<file path="src/rtl/ereset_seq.sv">
// Reset sequencer feeding the elink per-domain reset synchronizers: merges POR, enable,
// software reset and PLL lock into one minimum-width reset plus a settled-ready flag.
module ereset_seq #(
    parameter int HOLD_CYCLES   = 64,
    parameter int RELEASE_DELAY = 16,
    parameter int CW            = 8
) (
    input  logic       sys_clk,
    input  logic       reset,
    input  logic       elink_en,
    input  logic       soft_reset,
    input  logic       pll_locked,
    output logic       elink_reset,
    output logic       elink_ready,
    output logic       lock_lost,
    output logic [2:0] seq_state
);

    typedef enum logic [2:0] {
        ASSERT    = 3'd0,
        WAIT_LOCK = 3'd1,
        HOLD      = 3'd2,
        RELEASE   = 3'd3,
        RUN       = 3'd4
    } state_t;

    localparam logic [CW-1:0] HOLD_LAST = CW'(HOLD_CYCLES - 1);
    localparam logic [CW-1:0] REL_LAST  = CW'(RELEASE_DELAY - 1);

    state_t        state, state_nxt;
    logic [CW-1:0] cnt, cnt_nxt;
    logic          lock_meta, lock_s;
    logic          lost_set;

    // Counter is zeroed on every state change so it never carries between phases.
    always_comb begin
        state_nxt = state;
        cnt_nxt   = cnt;
        lost_set  = 1'b0;
        if (state != ASSERT && (soft_reset || !elink_en)) begin
            state_nxt = ASSERT;
            cnt_nxt   = '0;
        end else begin
            case (state)
                ASSERT: begin
                    cnt_nxt = '0;
                    if (elink_en && !soft_reset)
                        state_nxt = WAIT_LOCK;
                end
                WAIT_LOCK: begin
                    if (lock_s) begin
                        state_nxt = HOLD;
                        cnt_nxt   = '0;
                    end
                end
                HOLD: begin
                    if (!lock_s) begin
                        state_nxt = WAIT_LOCK;
                        cnt_nxt   = '0;
                    end else if (cnt == HOLD_LAST) begin
                        state_nxt = RELEASE;
                        cnt_nxt   = '0;
                    end else begin
                        cnt_nxt = cnt + CW'(1);
                    end
                end
                RELEASE: begin
                    if (!lock_s) begin
                        state_nxt = ASSERT;
                        cnt_nxt   = '0;
                        lost_set  = 1'b1;
                    end else if (cnt == REL_LAST) begin
                        state_nxt = RUN;
                        cnt_nxt   = '0;
                    end else begin
                        cnt_nxt = cnt + CW'(1);
                    end
                end
                RUN: begin
                    cnt_nxt = '0;
                    if (!lock_s) begin
                        state_nxt = ASSERT;
                        lost_set  = 1'b1;
                    end
                end
                default: begin
                    state_nxt = ASSERT;
                    cnt_nxt   = '0;
                end
            endcase
        end
    end

    // Outputs decode the next state so they move on the same edge as the state register.
    always_ff @(posedge sys_clk or posedge reset) begin
        if (reset) begin
            lock_meta   <= 1'b0;
            lock_s      <= 1'b0;
            state       <= ASSERT;
            cnt         <= '0;
            elink_reset <= 1'b1;
            elink_ready <= 1'b0;
            lock_lost   <= 1'b0;
        end else begin
            lock_meta   <= pll_locked;
            lock_s      <= lock_meta;
            state       <= state_nxt;
            cnt         <= cnt_nxt;
            elink_reset <= (state_nxt == ASSERT) || (state_nxt == WAIT_LOCK) || (state_nxt == HOLD);
            elink_ready <= (state_nxt == RUN);
            lock_lost   <= !soft_reset && (lock_lost || lost_set);
        end
    end

    assign seq_state = state;

endmodule

</file>
<file path="config.mk">
export PLATFORM = sky130hd
export DESIGN_NAME = ereset_seq
export DESIGN_NICKNAME = d
export VERILOG_FILES = /design/src/rtl/ereset_seq.sv
export SDC_FILE = /design/constraint.sdc
export NUM_CORES = 1
export LEC_CHECK = 0
export ABC_AREA = 1
export BUFFER_PORTS_ARGS = -buffer_cell sky130_fd_sc_hd__buf_2
export CORE_MARGIN = 10
export CORE_UTILIZATION = 30
export DETAILED_ROUTE_END_ITERATION = 12
export GPL_ROUTABILITY_DRIVEN = 1
export PLACE_DENSITY = 0.47
export SYNTH_ARGS = -nofsm -noshare
export SYNTH_HDL_FRONTEND = slang
export SYNTH_SLANG_ARGS = --single-unit
</file>
<file path="constraint.sdc">
create_clock -name sys_clk -period 3.3 [get_ports sys_clk]
set_clock_uncertainty 0.2 [all_clocks]
set_input_delay 0.165 -clock sys_clk [delete_from_list [all_inputs] [get_ports sys_clk]]
set_output_delay 0.165 -clock sys_clk [all_outputs]
set_load 0.01 [all_outputs]
</file>
## After elaboration in Yosys (flattened, before gate mapping)

Cells that the tools add are included.
Widths: inputs -> output; s select.

- Multiplexer cells: 19
- $add $sub $neg: 1
- Equal/unequal tests: 10
- Reduce and logical (&&, ||, !) cells: 13

Operators by type and width:

| operator | number |
|---|---|
| $mux 8 | 6 |
| $mux 3 | 8 |
| $pmux 8 s3 | 1 |
| $pmux 3 s5 | 1 |
| $eq 3x2->1 const B | 3 |
| $add 8x1->8 const B | 1 |
| $eq 8x4->1 const B | 1 |
| $eq 8x6->1 const B | 1 |
| $eq 3x1->1 const B | 2 |
| $eq 3x3->1 const B | 2 |
| $logic_not 3->1 | 2 |
| $logic_or 1x1->1 | 4 |
| $logic_and 1x1->1 | 3 |
| $mux 1 | 3 |
| $ne 3x3->1 const B | 1 |
| $reduce_bool 3->1 | 1 |
| $logic_not 1->1 | 2 |
| $reduce_or 2->1 | 1 |

- Flip-flop bits (word level): 16
- Output and inout bits: 6
- Input port bits: 5
- Logic and storage cells: 50

## Logic depth before layout (Yosys ltp)

Gate-level depths: netlist (run 1).

- Word-level depth: 8
- Mapped depth: 8
- Depth with buffers taken out: 8

## Least setup slack after synthesis (run 1)

No wires, ideal clock.

- Path type: register to register
- From: reg state[2], in the netlist seq_state[2]
- To: reg cnt[0]
- Data required time: 3,027 ps
- Period minus slack after synthesis: 1,409 ps
- Slack: 1,891 ps
- Library setup time: 73 ps
- Buffers on the path: 0
- Cell stages (with the launch flop): 8
- Data arrival time: 1,136 ps
- Cells stage by stage: dfrtp_1 -> inv_2 -> nand2_2 -> nor2_4 -> inv_2 -> o21ai_4 -> nand2_4 -> a21oi_2

- Cells in the longest elaborated chain, start to end: 3
- Elaborated cells between the ends (all ways): 8
- Those cells by class: 4 x eq/ne; 2 x mux; 2 x reduce/logical

RTL lines:

| item | RTL line | RTL |
|---|---|---|
| start: declaration | 30 | `state_t state, state_nxt;` |
| start signal: assignment | 107 | `state <= state_nxt;` |
| $eq 3x2->1, or another cell as far along | 44 | `case (state)` |
| $pmux 8 s3 / $logic_and 1x1->1 (equally long branches) | 44, 40 |  |
| $mux 8 / $ne 3x3->1 (equally long branches) | n/a |  |
| end signal: assignment | 108 | `cnt <= cnt_nxt;` |
| end: declaration | 31 | `logic [CW-1:0] cnt, cnt_nxt;` |

Several ways; a longest one is shown, not always the timed one.
A chain may end at the register's enable or synchronous reset.

## Worst setup path after layout (run 1)

- From: in soft_reset
- To: reg cnt[0]

- Cells in the longest elaborated chain, start to end: 3
- Elaborated cells between the ends (all ways): 4
- Those cells by class: 1 x eq/ne; 1 x mux; 2 x reduce/logical

RTL lines:

| item | RTL line | RTL |
|---|---|---|
| start: declaration | 11 | `input logic soft_reset,` |
| $logic_or 1x1->1 * | 40 | `if (state != ASSERT && (soft_reset \|\| !elink_en)) begin` |
| $logic_and 1x1->1 * | 40 |  |
| $ne 3x3->1 (no line) / $mux 8 (equally long branches) | n/a |  |

Every way passes the cells marked *; elsewhere a longest branch is shown, timed or not.

==> qor.yml, run 1 <==
status:
  status: "completed"
place:
  io_buffers: 10
  dp_cells: 164
  gp_congestion: 0.728
  post-dp-hpwl_um: 1480
hold_path:
  worst_hold_path_type: "register to register"
  min_from: "lock_meta"
  min_path_cells: 0
  holdPathEnd: "lock_s"
global_route:
  antenna_found_initial: 0
  grt-ovfl-total: 0
  grt_max_degree: 17
  grt_pass1_wl_um: 3180
  track_usage_pct: 6.59
  grt_pass1_vias: 704
setup_path:
  end_kind: "register"
  crit_family: "buffers and inverters"
  cp_data_arrival_time_ps: 1590
  start_kind: "input port"
  r2r_cells: 7
  reg2reg_to: "elink_reset"
  reg2reg_from: "cnt[1]"
  cp_slowest_cell: "dlygate4sd3_1"
  cp.required_ps: 3330
  crit_chain: "dlygate4sd3_1 > buf_2 > nor2_1 > inv_1 > nand2_2 > inv_2 > nor2_4 > nor2_1 > a21oi_2"
  crit_path_max_fanout: 8
  crit_top_cell: "nor2_1"
  r2r_slack_ps: 1740
  crit_type: "input port to register"
  cp_slowest_stage_delay_ps: 530
  crit_buf_inv: 4
floorplanning:
  die_y_um: 75.9
  core_area_um2: 3030
  die_area_um2: 5770
  start_util_pct: 31.0
  rows: 20
  die_w_um: 75.9
  io_pins: 11
routing:
  ant_nets: 0
  vias: 732
  avgRoutedWirePerCell_um: 10.8
  drt_iter0_drc: 33
  first_pass_iters: 5
  wl_um: 1850
  drc: 0
  via_per_inst: 4.28
sta:
  finalSetupViolations: 0
  finalCritPeriodShare_pct: 47.3
  fin_tns_setup_ps: 0
  drv_slew: 0
  rsz0062_at_grt: "false"
  final.min_clock_period_ps: 1560
  clock.fmax_mhz: 640
  slew_headroom_pct: 58.7
  hold_viol: 0
  tightest_slew_ps: 619
layout:
  final_cell_count_no_fill: 171
  antenna_cells: 0
  area_growth_pct: 18.3
  fill_cells: 314
  layout_common_cells: "nand2_1 (25), dfrtp_1 (15), buf_2 (10)"
  nets: 134
  final_common_cell: "nand2_1"
  drive_gt1_share_pct: 34.6
logic_synthesis:
  yosys_warnings: 0
  syn_area_um2: 938
  ys_ff_latch: 16
  synth_top_family_by_area: "simple AND/OR/NAND/NOR gates"
  synth_adder_area_share_pct: 1.33
  yosysTopAreaCell: "dfrtp_1"
  synth-compound-area-share_pct: 13.7
  yosysSeqAreaShare_pct: 42.8
  syn_nets: 116
  synthSimpleGateAreaFrac_pct: 33.3
  synth.area.mux_share_pct: 0
  synth_cells: 110
  yosysUniqueCellTypes: 25
  synthTopCellsByArea: "dfrtp_1 (40%), nand2_1 (10%), a21oi_2 (3.7%), nand3_1 (3.7%), o21ai_2 (3.7%)"
  synth_top_area_share_pct: 40.0
  synth-xor-area-share_pct: 2.80
  avgSynthCellArea_um2: 8.53
power_and_ir_drop:
  cellPowerDensity_nw_per_um2: 530
  p_seq_share_pct: 40.1
  peakVddDrop_uv: 260
  pwr-share-comb_pct: 37.2
  p_sw_mw: 0.229
  p_leak_nw: 0.533
  switching_share_pct: 38.9
  pwr-share-clk_pct: 22.7
  p_int_mw: 0.359
cts:
  htreeDepth: 1
  cts_root_buffer: "clkbuf_4"
  clk_pin_slew_worst_paths_ps: 100
  clockBufferDepth: 2
  cts.sinks: 16
  cts_resized: 0
  cts_buffers: 3
  cts_tree: "done"
  clock_latency_ps: 290
run:
  cap_violations: 0
[cells by family (layout without fill, tap and decap cells)]
logic type      count (synthesis)  in the layout
simple gates                   58             58
fa+ha+maj                       1              1
compound gates                 17             17
flops                          16             16
xor+xnor                        3              3
buf+inv                        15             32
[power by group through the flow]
stage               clock network (mW)  registers [mW]  logic (mW)
finish                           0.133           0.236       0.219
global route                     0.152           0.239       0.244
CTS                              0.139           0.236       0.222
detailed placement                   0           0.240       0.219
global placement                     0           0.240       0.219
floorplan                            0           0.244       0.169
[worst max path at each step]
stage / slack (ps) / from / cells after the start / endpoint
6_report: 1740 / soft_reset / 9 / cnt[0]
5_1_grt: 1550 / cnt[1] / 7 / elink_reset
4_1_cts: 1720 / cnt[1] / 7 / elink_reset
3_5_place_dp: 1750 / cnt[1] / 7 / elink_reset
3_3_place_gp: 1750 / cnt[1] / 7 / elink_reset
2_1_floorplan: 1890 / seq_state[2] / 7 / cnt[0]
[flip-flops by register name (all words and copies together) (netlist names)]
name	cells
cnt	8
seq_state	3
elink_ready	1
elink_reset	1
lock_lost	1
lock_meta	1
lock_s	1
[cell type report]
| cell class | instances | area (um^2) | share of cell area, % |
|---|---|---|---|
| clock buffers | 4 | 36.3 | 3.27 |
| repair buffers | 13 | 80.1 | 7.22 |
| multi-input cells | 79 | 480 | 43.3 |
| well taps | 44 | 55.1 | 4.96 |
| inverters | 15 | 56.3 | 5.07 |
| flip-flops and latches | 16 | 402 | 36.2 |
[layer usage]
| metal | vias to the layer above | global-route usage, % | share of wire (%) |
|---|---|---|---|
| li1 | 385 | - | - |
| met1 | 336 | 8.58 | 51 |
| met3 | 2 | 1.42 | 2.3 |
| met4 | 0 | 2.84 | 0.65 |
| met2 | 9 | 10.1 | 46 |
| met5 | - | 0 | 0 |
[cell usage after synthesis, drive strengths merged]
library cell,instances
nand2,29
nor2,16
dfrtp,15
inv,14
a21oi,9
nand3,9
o21ai,7
nand4,3
xor2,2
clkinv,1
dfstp,1
ha,1
o21bai,1
or2,1
xnor2,1
[through the flow]
| stage | util, % | instance area, um^2 | power (mW) | hold slack (ps) | setup WS (ps) |
|---|---|---|---|---|---|
| after floorplan | - | 938 | 0.413 | -122 | 1890 |
| after global placement | 34.5 | 1040 | 0.459 | 75.2 | 1750 |
| after detailed placement | 34.5 | 1040 | 0.459 | 74.7 | 1750 |
| after CTS | 36.7 | 1110 | 0.597 | 166 | 1720 |
| after global routing | 36.7 | 1110 | 0.635 | 182 | 1550 |
| final | 36.7 | 1110 | 0.588 | 162 | 1740 |
[worst register-to-register path: cells and delay by family (launching register included)]
family / cells / cell delay (ps)
DFF: 1 / 390
and+or+nand+nor: 5 / 580
AOI/OAI and AO/OA: 1 / 120
adders and majority gates: 1 / 210
[timing repair]
item	in CTS	in global routing
hold buffers	3	0
hold endpoints to repair	17	0
buffers inserted	0	0
Note: power is estimated with default switching activity, not from simulation.
==> run 2, diff against run 1 <==
clock period = 1.6 ns   (was 3.3 ns; I/O delays follow)
==> qor.yml, run 2 (synthesis results as in run 1) <==
setup_path:
  reg2reg_from: "cnt[1]"
  cp.required_ps: 1580  # -1750 ps
  cp-startpoint: "cnt[1]"
  r2r_slack_ps: 70  # -1660 ps
  r2r_cells: 8  # +1
  cp_data_arrival_time_ps: 1500  # -90 ps
  reg2reg_to: "cnt[5]"
  crit_path_max_fanout: 5  # -3
  start_kind: "register"
  crit_type: "register to register"
  end_kind: "register"
run:
  cap_violations: 0  # unchanged
global_route:
  track_usage_pct: 6.66  # +0.069 points
  grt_max_degree: 17  # unchanged
  grt-ovfl-total: 0  # unchanged
  top_usage_layer: "met2"
  grt_pass1_vias: 700  # -0.57%
  gr-usage-met1_pct: 8.50  # -0.080 points
  antenna_found_initial: 0  # unchanged
  grt.met3_usage_pct: 2.24  # +0.83 points
  use_met2_pct: 10.1  # unchanged
  grt_pass1_wl_um: 3210  # +0.88%
layout:
  layout_common_cells: "nand2_1 (25), dfrtp_1 (13), buf_2 (10)"
  area_growth_pct: 24.7
  fill_cells: 326  # +3.8%
  antenna_cells: 0  # unchanged
  final_core_util_pct: 38.6  # +2.0 points
  drive_gt1_share_pct: 39.8  # +5.2 points
  top_register: "cnt"
  final_common_cell: "nand2_1"
  largest_register_ffs: 8  # unchanged
  nets: 140  # +4.5%
hold_path:
  min_from: "elink_en"
  holdPathEnd: "seq_state[1]"
  min_path_cells: 7  # +7
  worst_hold_path_type: "input port to register"
power_and_ir_drop:
  peakVddDrop_uv: 412  # +58%
  cellPowerDensity_nw_per_um2: 1040  # +96%
  p_leak_nw: 0.557  # +4.4%
cts:
  cts_root_buffer: "clkbuf_4"
  cts.sinks: 16  # unchanged
  clockBufferDepth: 2  # unchanged
  cts_tree: "done"
  cts_buffers: 3  # unchanged
  clk_pin_slew_worst_paths_ps: 100  # about the same
  clock_latency_ps: 290  # about the same
  htreeDepth: 1  # unchanged
floorplanning:
  start_util_pct: 31.0  # unchanged
  io_pins: 11  # unchanged
  core_area_um2: 3030  # unchanged
  die_w_um: 75.9  # unchanged
  rows: 20  # unchanged
  die_y_um: 75.9  # unchanged
  die_area_um2: 5770  # unchanged
sta:
  final.min_clock_period_ps: 1530
  hold_viol: 0  # unchanged
  fin_tns_setup_ps: 0  # unchanged
  setup_slack_ps: 73.3  # -1660 ps
  finalCritPeriodShare_pct: 95.4
  drv_slew: 0  # unchanged
  clock.fmax_mhz: 655
  finalSetupViolations: 0  # unchanged
  tightest_slew_ps: 625  # +5.97 ps
  slew_headroom_pct: 58.3  # -0.40 points
status:
  status: "completed"
place:
  gp_congestion: 0.766  # +5.3%
  io_buffers: 10  # unchanged
  pre_cts_ws_ps: 51.5  # -1700 ps
  post-dp-hpwl_um: 1510  # +1.9%
routing:
  vias: 744  # +1.6%
  drt_iter0_drc: 11  # -67%
  ant_nets: 0  # unchanged
  via_per_inst: 4.20  # -1.8%
  avgRoutedWirePerCell_um: 10.8  # +0.32%
  first_pass_iters: 4  # -1
  wl_um: 1920  # +3.8%
  drc: 0  # unchanged
## run 2: what timing repair did
action / CTS / global route
hold endpoints to repair: 17 / 0
hold buffers: 3 / 0
buffers inserted: 0 / 4
gates resized for setup: 0 / 6
endpoints found under the setup margin: 0 / 10
## run 2: area by class of cell
cell class,count,area [um^2],area share [%]
clock buffers,4,26.3,2.25
inverters,15,56.3,4.81
multi-input cells,79,503,43.0
flip-flops and latches,16,404,34.5
well taps,44,55.1,4.71
repair buffers,19,125,10.7
## run 2: worst max path at each step
stage,slack (ps),to,cells past startpoint
floorplan,190,cnt[0],7
global placement,50,elink_reset,7
detailed placement,50,elink_reset,7
CTS,10,elink_reset,7
global route,-10,cnt[4],8
finish,70,cnt[5],8
## run 2: worst max-delay path: stages (launching register included)
cell and delay (ps):
dfrtp_1 430, ha_4 180, nand2_1 70, nor2_1 100, nand3_1 100, nand2_2 90, o21ai_4 70, nand2_4 110
o21ai_2 60
## run 2: per-stage QoR
stage	std cells	power, mW	hold WS (ps)	cell area (um^2)
global placement	166	0.971	-8.07	1060
CTS	173	1.21	74.9	1110
global route	177	1.31	121	1170
detailed placement	166	0.971	-9.83	1060
floorplan	110	0.852	-207	938
finish	177	1.21	80.7	1170
## run 2: power by group
group          total (mW)  switching, mW  internal, mW
combinational       0.501          0.309         0.192
sequential          0.484         0.0368         0.447
clock               0.230          0.133        0.0969
## run 2: per-layer routing
metal  share of wire, %  vias to the layer above  wire length [um]
li1                   -                      397                 -
met1                 49                      336               935
met2                 47                        9               907
met3                2.9                        2                55
met4                1.1                        0                21
met5                  0                        -                 0
==> run 3, diff against run 2 <==
CORE_UTILIZATION = 55   (was 30)
PLACE_DENSITY = 0.76   (was 0.47)
==> qor.yml, run 3 (synthesis results as in run 1) <==
status:
  status: "completed"
sta:
  drv_slew: 0  # unchanged
  fin_tns_setup_ps: 0  # unchanged
  setup_slack_ps: 53.0  # -20.3 ps
  whs_ps: 62.2  # -18.5 ps
  finalSetupViolations: 0  # unchanged
  final.min_clock_period_ps: 1550  # +20.3 ps
  finalCritPeriodShare_pct: 96.7  # +1.3 points
  rsz0062_at_grt: "true"
  clock.fmax_mhz: 646  # -1.3%
  slew_headroom_pct: 59.6  # +1.3 points
  tightest_slew_ps: 605  # -19.5 ps
  hold_viol: 0  # unchanged
floorplanning:
  rows: 14  # -30%
  die_y_um: 61.3  # -19%
  start_util_pct: 60.2  # +29 points
  die_w_um: 61.3  # -19%
  io_pins: 11  # unchanged
  die_area_um2: 3760  # -35%
  core_area_um2: 1560  # -49%
routing:
  vias: 756  # +1.6%
  via_per_inst: 5.18  # +23%
  first_pass_iters: 4  # unchanged
  ant_nets: 0  # unchanged
  drt_iter0_drc: 19  # +8
  drc: 0  # unchanged
  wl_um: 1860  # -3.2%
  avgRoutedWirePerCell_um: 12.7  # +17%
power_and_ir_drop:
  p_leak_nw: 0.547  # -1.7%
  peakVddDrop_uv: 787  # +91%
  report.power.total_mw: 1.24  # +1.8%
  cellPowerDensity_nw_per_um2: 1100  # +6.0%
place:
  dp_cells: 136  # -18%
  pre_cts_ws_ps: 49.9  # -1.58 ps
  gp_congestion: 0.848  # +11%
  io_buffers: 10  # unchanged
  post-dp-hpwl_um: 1370  # -9.2%
  place_area_um2: 1010  # -4.7%
global_route:
  antenna_found_initial: 0  # unchanged
  grt_pass1_wl_um: 3050  # -5.0%
  grt-ovfl-total: 0  # unchanged
  grt_pass1_vias: 711  # +1.6%
  track_usage_pct: 10.7  # +4.1 points
  grt_max_degree: 17  # unchanged
cts:
  clk_pin_slew_worst_paths_ps: 100  # about the same
  cts_buffers: 3  # unchanged
  cts_root_buffer: "clkbuf_4"
  clockBufferDepth: 2  # unchanged
  htreeDepth: 1  # unchanged
  cts.sinks: 16  # unchanged
  cts_tree: "done"
  clock_latency_ps: 290  # about the same
layout:
  area_growth_pct: 19.7
  antenna_cells: 0  # unchanged
  top_register: "cnt"
  final_area_um2: 1120  # -4.0%
  final_core_util_pct: 72.1  # +33 points
  final_common_cell: "nand2_1"
  layout_common_cells: "nand2_1 (25), dfrtp_1 (14), buf_2 (10)"
  largest_register_ffs: 8  # unchanged
  final_cell_count_no_fill: 146  # -18%
  nets: 137  # -2.1%
  drive_gt1_share_pct: 40.8  # +0.92 points
setup_path:
  crit_type: "register to register"
  start_kind: "register"
  cp_slowest_stage_delay_ps: 460  # +30 ps
  cp.required_ps: 1630  # +50 ps
  reg2reg_from: "seq_state[0]"
  crit_chain: "nor2_2 > nand2_1 > nand2_2 > inv_2 > nor2_4 > nor2_1 > a21oi_2"
  r2r_slack_ps: 50  # -20 ps
  end_kind: "register"
  reg2reg_to: "cnt[0]"
  cp_data_arrival_time_ps: 1580  # +80 ps
  crit_path_max_fanout: 8  # +3
  cp_slowest_cell: "dfrtp_1"
  r2r_cells: 7  # -1
hold_path:
  min_path_cells: 7  # unchanged
  holdPathEnd: "seq_state[2]"
  min_from: "elink_en"
  worst_hold_path_type: "input port to register"
run:
  cap_violations: 0  # unchanged
==> run 3: cell types whose count changed in the layout (fill, tap and decap cells not counted), moves of 2 or more <==
cell	before	now
buf_4	6	3
nand3_2	1	3
nor2_1	7	5
nor2_2	5	7
==> run 3: metal layers <==
| layer | share of wire (%) | GRT usage, % | routed length (um) | up-vias |
|---|---|---|---|---|
| met5 | 0 | 0 | 0 | - |
| met4 | 2.5 | 5.86 | 46 | 0 |
| met2 | 43 | 15.4 | 804 | 9 |
| li1 | - | - | - | 394 |
| met3 | 4.0 | 2.67 | 75 | 4 |
| met1 | 50 | 14.4 | 930 | 349 |
==> run 3: worst max-delay path: cells and delay by family (launching register included) <==
kind	cells	cell delay, ps
AND/OR/NAND/NOR	5	640
flip-flops	1	460
AO/OA/AOI/OAI	1	100
buffers and inverters	1	90
==> run 3: worst max path at each step <==
stage / start / slack, ps / to
finish: seq_state[0] / 50 / cnt[0]
global route: cnt[6] / -20 / elink_reset
CTS: cnt[0] / 20 / cnt[5]
detailed placement: cnt[0] / 50 / cnt[5]
global placement: cnt[0] / 80 / cnt[4]
floorplan: seq_state[2] / 190 / cnt[0]
==> run 3: timing repair <==
action,CTS,global route
setup endpoints to repair,0,10
hold buffers,3,0
endpoints found under the hold margin,17,0
buffers inserted,0,3
resized for setup,0,7
==> run 3: final cells by class <==
type,count,area [um^2]
multi-input cells,79,505
fillers,107,435
flip-flops and latches,16,403
repair buffers,16,103
inverters,15,56.3
clock buffers,4,36.3
well taps,16,20.0
==> run 3: where the power goes <==
part           switching (mW)  total, mW  internal (mW)
Clock                   0.137      0.276          0.139
Sequential             0.0487      0.492          0.443
Combinational           0.303      0.469          0.166
